===== src/rtl/uart_rgb_cmd_pkg.sv =====
// ---------------------------------------------------------------------------
// uart_rgb_cmd_pkg
// Shared types and constants for the UART RGB command decoder:
//   - state_t   : command parser states (IDLE, HI, LO, SEND)
//   - chan_t    : colour channel selected by an 'R' / 'G' / 'B' command
//   - ASCII_*   : command, reply and line-ending characters
//   - UART_EMPTY: simpleuart receive register value when no byte is waiting
//   - is_hex / hex_nibble: ASCII hex digit recognition and decode
// ---------------------------------------------------------------------------
package uart_rgb_cmd_pkg;

  typedef enum logic [1:0] {
    IDLE = 2'd0,
    HI   = 2'd1,
    LO   = 2'd2,
    SEND = 2'd3
  } state_t;

  typedef enum logic [1:0] {
    CH_R = 2'd0,
    CH_G = 2'd1,
    CH_B = 2'd2
  } chan_t;

  localparam logic [7:0] ASCII_R  = 8'h52;
  localparam logic [7:0] ASCII_G  = 8'h47;
  localparam logic [7:0] ASCII_B  = 8'h42;
  localparam logic [7:0] ASCII_X  = 8'h58;
  localparam logic [7:0] ASCII_K  = 8'h4B;
  localparam logic [7:0] ASCII_QM = 8'h3F;
  localparam logic [7:0] ASCII_CR = 8'h0D;
  localparam logic [7:0] ASCII_LF = 8'h0A;

  localparam logic [31:0] UART_EMPTY = 32'hFFFF_FFFF;

  // True for 0-9, A-F and a-f.
  function automatic logic is_hex(input logic [7:0] c);
    return ((c >= 8'h30) && (c <= 8'h39)) ||
           ((c >= 8'h41) && (c <= 8'h46)) ||
           ((c >= 8'h61) && (c <= 8'h66));
  endfunction

  // Nibble value of an ASCII hex digit; result is don't-care for non-hex input.
  function automatic logic [3:0] hex_nibble(input logic [7:0] c);
    logic [7:0] t;
    if (c <= 8'h39)      t = c - 8'h30;
    else if (c <= 8'h46) t = c - 8'h37;
    else                 t = c - 8'h57;
    return t[3:0];
  endfunction

endpackage


===== src/rtl/uart_rgb_cmd_pwm3.sv =====
// ---------------------------------------------------------------------------
// rgb_pwm3
// Three-channel PWM generator sharing one free-running counter.
//   clk, resetn            : clock, asynchronous active-low reset
//   duty_r/duty_g/duty_b   : per-channel duty values
//   pwm_red/green/blue     : registered outputs, high while counter < duty
// Duty 0 is always off; the maximum duty is high for all but one count,
// so a 100% output is not reachable. Duty changes apply on the next compare.
// ---------------------------------------------------------------------------
module rgb_pwm3 #(
  parameter int PWM_BITS = 8
) (
  input  logic                clk,
  input  logic                resetn,
  input  logic [PWM_BITS-1:0] duty_r,
  input  logic [PWM_BITS-1:0] duty_g,
  input  logic [PWM_BITS-1:0] duty_b,
  output logic                pwm_red,
  output logic                pwm_green,
  output logic                pwm_blue
);

  logic [PWM_BITS-1:0] cnt;

  // Wraps naturally from all-ones back to zero.
  always_ff @(posedge clk or negedge resetn) begin
    if (!resetn) cnt <= '0;
    else         cnt <= cnt + 1'b1;
  end

  always_ff @(posedge clk or negedge resetn) begin
    if (!resetn) begin
      pwm_red   <= 1'b0;
      pwm_green <= 1'b0;
      pwm_blue  <= 1'b0;
    end else begin
      pwm_red   <= (cnt < duty_r);
      pwm_green <= (cnt < duty_g);
      pwm_blue  <= (cnt < duty_b);
    end
  end

endmodule


===== src/rtl/uart_rgb_cmd.sv =====
// ---------------------------------------------------------------------------
// uart_rgb_cmd
// Polls the simpleuart register port for ASCII commands, updates three
// 8-bit brightness values and answers each command with one status byte.
//   Commands: 'R'|'G'|'B' hh  -> set channel duty, reply 'K'
//             'X'             -> clear all duties, reply 'K'
//             CR / LF in IDLE -> ignored
//             anything else   -> reply '?'
// Ports:
//   clk, resetn           : clock, asynchronous active-low reset
//   reg_dat_do            : UART receive data (all ones = empty)
//   reg_dat_wait          : UART transmitter busy
//   reg_dat_re            : one-cycle read strobe for the received byte
//   reg_dat_we/reg_dat_di : transmit request and data, held until accepted
//   pwm_red/green/blue    : PWM outputs (active high = LED on)
//   busy                  : high while the parser is outside IDLE
// Optional feature: define CMD_TIMEOUT_EN to discard a partial command after
// TIMEOUT_CYCLES idle cycles in HI or LO (no reply, no duty change).
// ---------------------------------------------------------------------------
module uart_rgb_cmd
  import uart_rgb_cmd_pkg::*;
#(
  parameter int          PWM_BITS       = 8,
  parameter int unsigned RESET_DUTY     = 0,
  parameter int unsigned TIMEOUT_CYCLES = 24000000
) (
  input  logic        clk,
  input  logic        resetn,
  input  logic [31:0] reg_dat_do,
  input  logic        reg_dat_wait,
  output logic        reg_dat_re,
  output logic        reg_dat_we,
  output logic [31:0] reg_dat_di,
  output logic        pwm_red,
  output logic        pwm_green,
  output logic        pwm_blue,
  output logic        busy
);

  localparam logic [PWM_BITS-1:0] DUTY_INIT = PWM_BITS'(RESET_DUTY);

  state_t              state, state_next;
  chan_t               sel, sel_next;
  logic [3:0]          hi, hi_next;
  logic [PWM_BITS-1:0] duty_r, duty_g, duty_b;
  logic [PWM_BITS-1:0] duty_r_next, duty_g_next, duty_b_next;
  logic                re_next, we_next;
  logic [31:0]         di_next;
  logic                rx_valid;
  logic [7:0]          rx_byte;
  logic                timed_out;

  // The UART keeps its valid flag up through the cycle in which re is high,
  // so data seen during that cycle is the byte already taken.
  assign rx_byte  = reg_dat_do[7:0];
  assign rx_valid = !reg_dat_re && (reg_dat_do != UART_EMPTY);

`ifdef CMD_TIMEOUT_EN
  localparam logic [24:0] TIMEOUT_VAL = 25'(TIMEOUT_CYCLES);
  logic [24:0] idle_cnt;

  assign timed_out = (idle_cnt == TIMEOUT_VAL);

  // Counts cycles spent waiting for a digit; any accepted byte restarts it.
  always_ff @(posedge clk or negedge resetn) begin
    if (!resetn)
      idle_cnt <= '0;
    else if ((state == HI || state == LO) && !rx_valid && !timed_out)
      idle_cnt <= idle_cnt + 1'b1;
    else
      idle_cnt <= '0;
  end
`else
  assign timed_out = 1'b0;
`endif

  always_comb begin
    state_next  = state;
    sel_next    = sel;
    hi_next     = hi;
    duty_r_next = duty_r;
    duty_g_next = duty_g;
    duty_b_next = duty_b;
    re_next     = 1'b0;
    we_next     = reg_dat_we;
    di_next     = reg_dat_di;

    case (state)
      IDLE: begin
        if (rx_valid) begin
          re_next = 1'b1;
          if (rx_byte == ASCII_R) begin
            sel_next   = CH_R;
            state_next = HI;
          end else if (rx_byte == ASCII_G) begin
            sel_next   = CH_G;
            state_next = HI;
          end else if (rx_byte == ASCII_B) begin
            sel_next   = CH_B;
            state_next = HI;
          end else if (rx_byte == ASCII_X) begin
            duty_r_next = '0;
            duty_g_next = '0;
            duty_b_next = '0;
            di_next     = {24'b0, ASCII_K};
            we_next     = 1'b1;
            state_next  = SEND;
          end else if (rx_byte == ASCII_CR || rx_byte == ASCII_LF) begin
            state_next = IDLE;
          end else begin
            di_next    = {24'b0, ASCII_QM};
            we_next    = 1'b1;
            state_next = SEND;
          end
        end
      end

      HI: begin
        if (rx_valid) begin
          re_next = 1'b1;
          if (is_hex(rx_byte)) begin
            hi_next    = hex_nibble(rx_byte);
            state_next = LO;
          end else begin
            di_next    = {24'b0, ASCII_QM};
            we_next    = 1'b1;
            state_next = SEND;
          end
        end else if (timed_out) begin
          state_next = IDLE;
        end
      end

      LO: begin
        if (rx_valid) begin
          re_next = 1'b1;
          if (is_hex(rx_byte)) begin
            case (sel)
              CH_R:    duty_r_next = PWM_BITS'({hi, hex_nibble(rx_byte)});
              CH_G:    duty_g_next = PWM_BITS'({hi, hex_nibble(rx_byte)});
              default: duty_b_next = PWM_BITS'({hi, hex_nibble(rx_byte)});
            endcase
            di_next = {24'b0, ASCII_K};
          end else begin
            di_next = {24'b0, ASCII_QM};
          end
          we_next    = 1'b1;
          state_next = SEND;
        end else if (timed_out) begin
          state_next = IDLE;
        end
      end

      SEND: begin
        // The byte is taken on the edge that ends a we && !wait cycle.
        if (reg_dat_we && !reg_dat_wait) begin
          we_next    = 1'b0;
          state_next = IDLE;
        end
      end

      default: state_next = IDLE;
    endcase
  end

  always_ff @(posedge clk or negedge resetn) begin
    if (!resetn) begin
      state      <= IDLE;
      sel        <= CH_R;
      hi         <= '0;
      duty_r     <= DUTY_INIT;
      duty_g     <= DUTY_INIT;
      duty_b     <= DUTY_INIT;
      reg_dat_re <= 1'b0;
      reg_dat_we <= 1'b0;
      reg_dat_di <= '0;
      busy       <= 1'b0;
    end else begin
      state      <= state_next;
      sel        <= sel_next;
      hi         <= hi_next;
      duty_r     <= duty_r_next;
      duty_g     <= duty_g_next;
      duty_b     <= duty_b_next;
      reg_dat_re <= re_next;
      reg_dat_we <= we_next;
      reg_dat_di <= di_next;
      // Computed from the next state so busy tracks state without lag.
      busy       <= (state_next != IDLE);
    end
  end

  rgb_pwm3 #(
    .PWM_BITS(PWM_BITS)
  ) u_pwm (
    .clk      (clk),
    .resetn   (resetn),
    .duty_r   (duty_r),
    .duty_g   (duty_g),
    .duty_b   (duty_b),
    .pwm_red  (pwm_red),
    .pwm_green(pwm_green),
    .pwm_blue (pwm_blue)
  );

endmodule


===== config.mk =====
export PLATFORM = sky130hd
export DESIGN_NAME = uart_rgb_cmd
export DESIGN_NICKNAME = d
export VERILOG_FILES = /design/src/rtl/uart_rgb_cmd_pkg.sv /design/src/rtl/uart_rgb_cmd_pwm3.sv /design/src/rtl/uart_rgb_cmd.sv
export SDC_FILE = /design/constraint.sdc
export NUM_CORES = 1
export LEC_CHECK = 0
export ABC_CLOCK_PERIOD_IN_PS = 3300
export CAP_MARGIN = 20
export CORE_ASPECT_RATIO = 1.75
export CORE_MARGIN = 2
export CORE_UTILIZATION = 30
export DETAILED_ROUTE_END_ITERATION = 6
export SLEW_MARGIN = 20
export SYNTH_ARGS = -nofsm -noshare
export SYNTH_HDL_FRONTEND = slang
export SYNTH_SLANG_ARGS = --single-unit

===== constraint.sdc =====
create_clock -name clk -period 3.3 [get_ports clk]
set_clock_uncertainty 0.2 [all_clocks]
set_input_delay 0.495 -clock clk [delete_from_list [all_inputs] [get_ports clk]]
set_output_delay 0.495 -clock clk [all_outputs]
set_load 0.02 [all_outputs]

==> out/results.ini, run 1 <==
[timing]
finalCritPeriodShare = 0.8936
slew_viol_final = 0
hold_violations = 0
rsz0062_at_grt = no
worstMarginPinSlew_ps = 705.6
fin_crit_ps = 2949
slew_headroom = 0.5296
tns_ps = 0
worst_slack_ps = 351.0
whs_ps = 51.26
clock.fmax_mhz = 339.1
setup_viol = 0

[floorplanning]
initial_core_util = 0.3048
die_h_um = 143.7
ios = 73
die_x_um = 83.83
die_area_um2 = 12050
core-area_um2 = 10980
row_count = 51

[routing]
vias = 2541
m1WireLength_um = 2641
met2_length_um = 4359
detail_route.vias_per_cell = 4.934
ant_nets = 0
top_layer = met4
dr_wl_met3_um = 316
drt-total-wl_um = 7597
drt_iter0_markers = 53
wire_per_inst_um = 14.75
firstDrtPassIters = 5
drc = 0

[clock_network]
post_cts_resize_count = 0
clk_pin_slew_ps = 70
clkLatencyLatePin_ps = 300
cts-hold-fix-buffers = 0
clk_path_buf_depth = 2
post_cts_buffers = 0
clockRootBuffer = clkbuf_16
cts-buffers-inserted = 5
cts_max_level = 2
cts_sinks = 49
cts_tree = built

[logic_synthesis]
syn_area_um2 = 3346
syn_area_per_cell_um2 = 10.11
syn_inst = 331
synth.area.top_cells = dfrtp_1, ha_1, buf_4, inv_1, mux2i_1
synthArstFlopShare = 1.000
ys_ff_latch = 49
synth_top_area_cell = dfrtp_1
seq_area_frac_synth = 0.3665
synth-edff-count = 0
ys.flop_type = dfrtp_1
yosysWarnings = 0
synth_top_area_frac = 0.3665
ys_types = 57
yosys-top-cells-count = dfrtp_1, inv_1, ha_1
synth.most_common_cell = dfrtp_1

[hold_path]
hp-class = in2async

[power]
vdd_drop_max_mv = 0.3508
pwr_density_cell_nw_per_um2 = 692.8
power_switching_mw = 1.106
switching_share = 0.3980
p_int_mw = 1.672
pwr-share-clk = 0.187
seq_power_share = 0.331
p_leak_nw = 1.862
p_comb_frac = 0.482

[global_routing]
antenna_found_initial = 0
globalRouteTotalUtil = 0.1348
grt_remaining_overflow = 0
grt_pass1_vias = 2654
grt_pass1_wl_um = 12810
grt_max_degree = 31

[critical_path]
cp.arrival_ps = 2960
r2r_cells = 8
path_max_fanout = 11
setup.worst_path.end = reg_dat_di[5]
r2r_setup_slack_ps = 790
crit_path_end_kind = flop
setup.worst_path.start_class = input pin
worstPathRequired_ps = 3320
critPathLaunch = reg_dat_do[1]
crit_type = in2reg
rr_endpoint = duty_r[1]
r2r_start = state[0]

[placed_design]
dpl_cell_area_um2 = 3864
dp_cells = 507
post-place-ws_ps = 67.15
io_buffers = 47
dp_hpwl_um = 6314
gp_congestion = 0.8693

[layout]
diodes = 0
nNetsFinal = 449
syn2layout_area_growth_pct = 19.86
drive_gt1_frac = 0.09922
fin_cells = 515
design_area_um2 = 4010

[outcome]
outcome = finished clean

[job]
drv_cap = 0

-- metrics by stage --
stage / utilization / total power, mW
final: 0.3654 / 2.778
after floorplan: - / 1.892
after global placement: 0.3520 / 2.239
after global routing: 0.3654 / 3.014
after detailed placement: 0.3520 / 2.282
after CTS: 0.3654 / 2.809
-- per-layer routing --
metal  up-vias  global-route usage
met5         -                   0
met4         0             0.06282
met3        19             0.02412
met2        85              0.2745
met1      1223              0.1265
li1       1214                   -
-- flip-flops by register name, summed over array words and instances (netlist names), 2 cells and up --
signal and count:
hi 4, sel 2, duty_b 8, duty_r 8
u_pwm.cnt 8, duty_g 8, reg_dat_di 3, state 2
-- layout by cell type, fill, tap and decap left out, types with 2 or more instances in the layout --
cell / netlist / layout
clkdlybuf4s50_1: 0 / 46
nand2_1: 24 / 24
inv_1: 35 / 35
clkbuf_16: 0 / 5
xor2_1: 2 / 2
a31oi_1: 7 / 7
o221ai_1: 4 / 4
o21ai_0: 12 / 12
mux2_1: 3 / 3
o41ai_1: 2 / 2
dfrtp_1: 49 / 49
ha_1: 32 / 32
nand4_1: 8 / 8
nand2b_1: 5 / 5
a211oi_1: 5 / 5
o21bai_1: 3 / 3
a21o_1: 12 / 12
a221oi_2: 2 / 2
xnor2_1: 7 / 7
nor4_2: 2 / 2
buf_4: 31 / 11
or2_1: 5 / 5
o21ai_1: 6 / 6
nor2_1: 11 / 11
nand3_1: 9 / 9
and3_1: 2 / 2
conb_1: 1 / 25
mux2_4: 6 / 6
mux2i_1: 9 / 9
a32o_1: 4 / 4
-- how the worst min path moves through the flow --
| stage | start | end | slack (ps) | cells past startpoint |
|---|---|---|---|---|
| floorplan | resetn | busy | -0.6 | 0 |
| global placement | duty_r[1] | duty_r[1] | 300 | 1 |
| detailed placement | duty_g[7] | duty_g[7] | 300 | 1 |
| CTS | resetn | hi[1] | 80 | 1 |
| global route | resetn | reg_dat_di[3] | 110 | 1 |
| finish | resetn | duty_b[6] | 50 | 1 |
-- power by group through the flow --
stage / Combinational (mW) / Sequential, mW / Clock [mW]
floorplan: 0.955 / 0.937 / 0
global placement: 1.31 / 0.927 / 0
detailed placement: 1.35 / 0.934 / 0
CTS: 1.35 / 0.921 / 0.534
global route: 1.51 / 0.945 / 0.560
finish: 1.34 / 0.920 / 0.520
-- layout make-up --
type / count / area [um^2]
Sequential cell: 49 / 1226
Timing Repair Buffer: 58 / 548.0
Clock buffer: 5 / 125.1
Tap cell: 132 / 165.2
Inverter: 35 / 131.4
Clock inverter: 3 / 21.27
Fill cell: 1142 / 6965
Multi-Input combinational cell: 233 / 1793
-- logic make-up (layout without fill, tap and decap cells) --
family | after synthesis | count (layout) | share of synthesized area
other | 1 | 25 | 0.001121
AOI/OAI and AO/OA | 73 | 73 | 0.1702
DFF | 49 | 49 | 0.3665
xor gates and xnor gates | 9 | 9 | 0.02356
adders and majority gates | 32 | 32 | 0.1197
and+or+nand+nor | 76 | 76 | 0.1305
buffers and inverters | 73 | 101 | 0.1245
muxes | 18 | 18 | 0.06395
-- worst max-delay path, cell delays in order --
cell,delay [ps]
clkdlybuf4s50_1,540
inv_1,100
ha_1,230
nor4b_1,320
buf_4,170
nor4b_4,50
buf_4,190
a21o_1,210
a221oi_2,400
mux2i_1,240
No activity file was read; power rests on OpenSTA's default activity.
==> run 2, diff against run 1 <==
--- a/config.mk
+++ b/config.mk
@@ -9,8 +9,9 @@
 export CAP_MARGIN = 20
 export CORE_ASPECT_RATIO = 1.75
 export CORE_MARGIN = 2
-export CORE_UTILIZATION = 30
+export CORE_UTILIZATION = 50
 export DETAILED_ROUTE_END_ITERATION = 6
+export PLACE_DENSITY = 0.79
 export SLEW_MARGIN = 20
 export SYNTH_ARGS = -nofsm -noshare
 export SYNTH_HDL_FRONTEND = slang
==> out/results.ini, run 2 (synthesized netlist as in run 1, its figures left out) <==
[outcome]
outcome = finished clean  ; unchanged

[clock_network]
cts-buffers-inserted = 5  ; unchanged
cts_tree = built  ; unchanged
clk_path_buf_depth = 2  ; unchanged
post_cts_buffers = 0  ; unchanged
cts_max_level = 2  ; unchanged
clk_pin_slew_ps = 70  ; about the same
clockRootBuffer = clkbuf_16  ; unchanged
clkLatencyLatePin_ps = 290  ; was 300 ps
cts_sinks = 49  ; unchanged

[floorplanning]
core-area_um2 = 6490  ; was 10980 um^2
die_h_um = 112.2  ; was 143.7 um
initial_core_util = 0.5155  ; was 0.3048
die_x_um = 65.84  ; was 83.83 um
row_count = 39  ; was 51
ios = 73  ; unchanged
die_area_um2 = 7387  ; was 12050 um^2

[global_routing]
grt_pass1_vias = 2644  ; was 2654
grt_max_degree = 29  ; was 31
grt_remaining_overflow = 0  ; unchanged
antenna_found_initial = 0  ; unchanged
grt_pass1_wl_um = 11930  ; was 12810 um
globalRouteTotalUtil = 0.2114  ; was 0.1348

[critical_path]
crit_family = compound AO/OA/AOI/OAI gates  ; was buffers and inverters
r2r_cells = 8  ; unchanged
setup.worst_path.start_class = input pin  ; unchanged
slowest_stage = a221oi_2  ; was clkdlybuf4s50_1
rr_endpoint = duty_r[0]  ; was duty_r[1]
worstPathRequired_ps = 3310  ; was 3320 ps
crit_path_end_kind = flop  ; unchanged
path_buf_inv = 3  ; was 4
cpPeakStageDelay_ps = 500  ; was 540 ps
crit_type = in2reg  ; unchanged
r2r_setup_slack_ps = 560  ; was 790 ps
path_max_fanout = 6  ; was 11
path_cells = clkdlybuf4s50_1 > buf_4 > ha_1 > nand4_1 > nor4_2 > buf_4 > a21oi_2 > o311ai_1 > a221oi_2 > mux2i_1  ; was clkdlybuf4s50_1 > inv_1 > ha_1 > nor4b_1 > buf_4 > nor4b_4 > buf_4 > a21o_1 > a221oi_2 > mux2i_1
cp.arrival_ps = 2980  ; was 2960 ps
cp_common_cell = buf_4  ; unchanged
r2r_start = state[0]  ; unchanged

[hold_path]
hp-class = reg2reg  ; was in2async
hold_end = duty_g[0]
hold_path_depth = 1
hp-start = duty_g[0]

[placed_design]
dp_hpwl_um = 6018  ; was 6314 um
dp_cells = 456  ; was 507
gp_congestion = 0.9148  ; was 0.8693
io_buffers = 47  ; unchanged

[timing]
finalCritPeriodShare = 0.8976  ; was 0.8936
worstMarginPinSlew_ps = 667.2  ; was 705.6 ps
fin_crit_ps = 2962  ; was 2949 ps
setup_viol = 0  ; unchanged
tns_ps = 0  ; unchanged
slew_viol_final = 0  ; unchanged
clock.fmax_mhz = 337.6  ; was 339.1 MHz
rsz0062_at_grt = no  ; unchanged
hold_violations = 0  ; unchanged
slew_headroom = 0.5482  ; was 0.5296

[job]
drv_cap = 0  ; unchanged

[power]
p_leak_nw = 1.860  ; was 1.862 nW
pwr_density_cell_nw_per_um2 = 697.7  ; was 692.8 nW/um^2
vdd_drop_max_mv = 0.5561  ; was 0.3508 mV

[routing]
detail_route.vias_per_cell = 5.583  ; was 4.934
drc = 0  ; unchanged
ant_nets = 0  ; unchanged
drt-total-wl_um = 7159  ; was 7597 um
drt_iter0_markers = 103  ; was 53
vias = 2596  ; was 2541
firstDrtPassIters = 4  ; was 5
wire_per_inst_um = 15.40  ; was 14.75 um

[layout]
drive_gt1_frac = 0.09661  ; was 0.09922
final_cell_mix = dfrtp_1, clkdlybuf4s50_1, inv_1, ha_1, conb_1  ; unchanged
fin_cells = 465  ; was 515
mostFrequentLayoutCell = dfrtp_1  ; unchanged
nNetsFinal = 449  ; unchanged
fin_util = 0.6086  ; was 0.3654
diodes = 0  ; unchanged
syn2layout_area_growth_pct = 18.06  ; was 19.86%
fillers = 550  ; was 1142

[run 2: changes by cell type in the layout (fill, tap and decap cells not counted)]
cell | before | now
dlygate4sd3_1 | 0 | 1
buf_4 | 11 | 10
[run 2: worst max path at each step]
stage / from / end / slack [ps] / cells after the start
4_1_cts: reg_dat_do[1] / reg_dat_di[6] / 360 / 10
3_5_place_dp: reg_dat_do[1] / reg_dat_di[5] / 50 / 10
2_1_floorplan: reg_dat_do[0] / duty_g[0] / 860 / 9
6_report: reg_dat_do[1] / reg_dat_di[6] / 340 / 10
3_3_place_gp: reg_dat_do[1] / reg_dat_di[5] / 130 / 10
5_1_grt: reg_dat_do[0] / reg_dat_di[6] / 120 / 9
[run 2: final cells by class]
cell class / instances / area [um^2] / share of cell area
clock inverter: 3 / 21.27 / 0.005385
timing repair buffer: 58 / 550.5 / 0.1394
tap: 82 / 102.6 / 0.02597
multi-input combinational: 233 / 1793 / 0.4539
inverter: 35 / 131.4 / 0.03326
sequential: 49 / 1226 / 0.3104
clock buffer: 5 / 125.1 / 0.03168
[run 2: repair_timing]
item	in CTS	in global routing
hold buffers	1	0
resized for setup	0	0
hold endpoints to repair	21	0
[run 2: through the flow]
stage	total power [mW]	setup slack, ps	hold WS (ps)	instance area, um^2
final	2.756	338.0	316.4	3950
after global routing	2.960	123.0	336.9	3950
after CTS	2.771	355.0	322.1	3950
after detailed placement	2.256	52.99	297.6	3794
after global placement	2.192	129.1	299.5	3794
after floorplan	1.892	858.6	-0.5910	3436
[run 2: where the power goes]
part	internal [mW]	switching (mW)
logic	0.583	0.741
clock network	0.282	0.225
registers	0.790	0.135
[run 2: metal layers]
metal,track usage,vias to the layer above,share of wire
li1,-,1216,-
met1,0.1982,1261,0.33
met2,0.4040,91,0.58
met3,0.03006,28,0.039
met4,0.1333,0,0.051
met5,0,-,0
==> run 3, diff against run 2 <==
--- a/config.mk
+++ b/config.mk
@@ -5,7 +5,6 @@
 export SDC_FILE = /design/constraint.sdc
 export NUM_CORES = 1
 export LEC_CHECK = 0
-export ABC_CLOCK_PERIOD_IN_PS = 3300
 export CAP_MARGIN = 20
 export CORE_ASPECT_RATIO = 1.75
 export CORE_MARGIN = 2
==> results of run 3 <==
The final DEF is identical to that of run 2; final timing and power are the same.
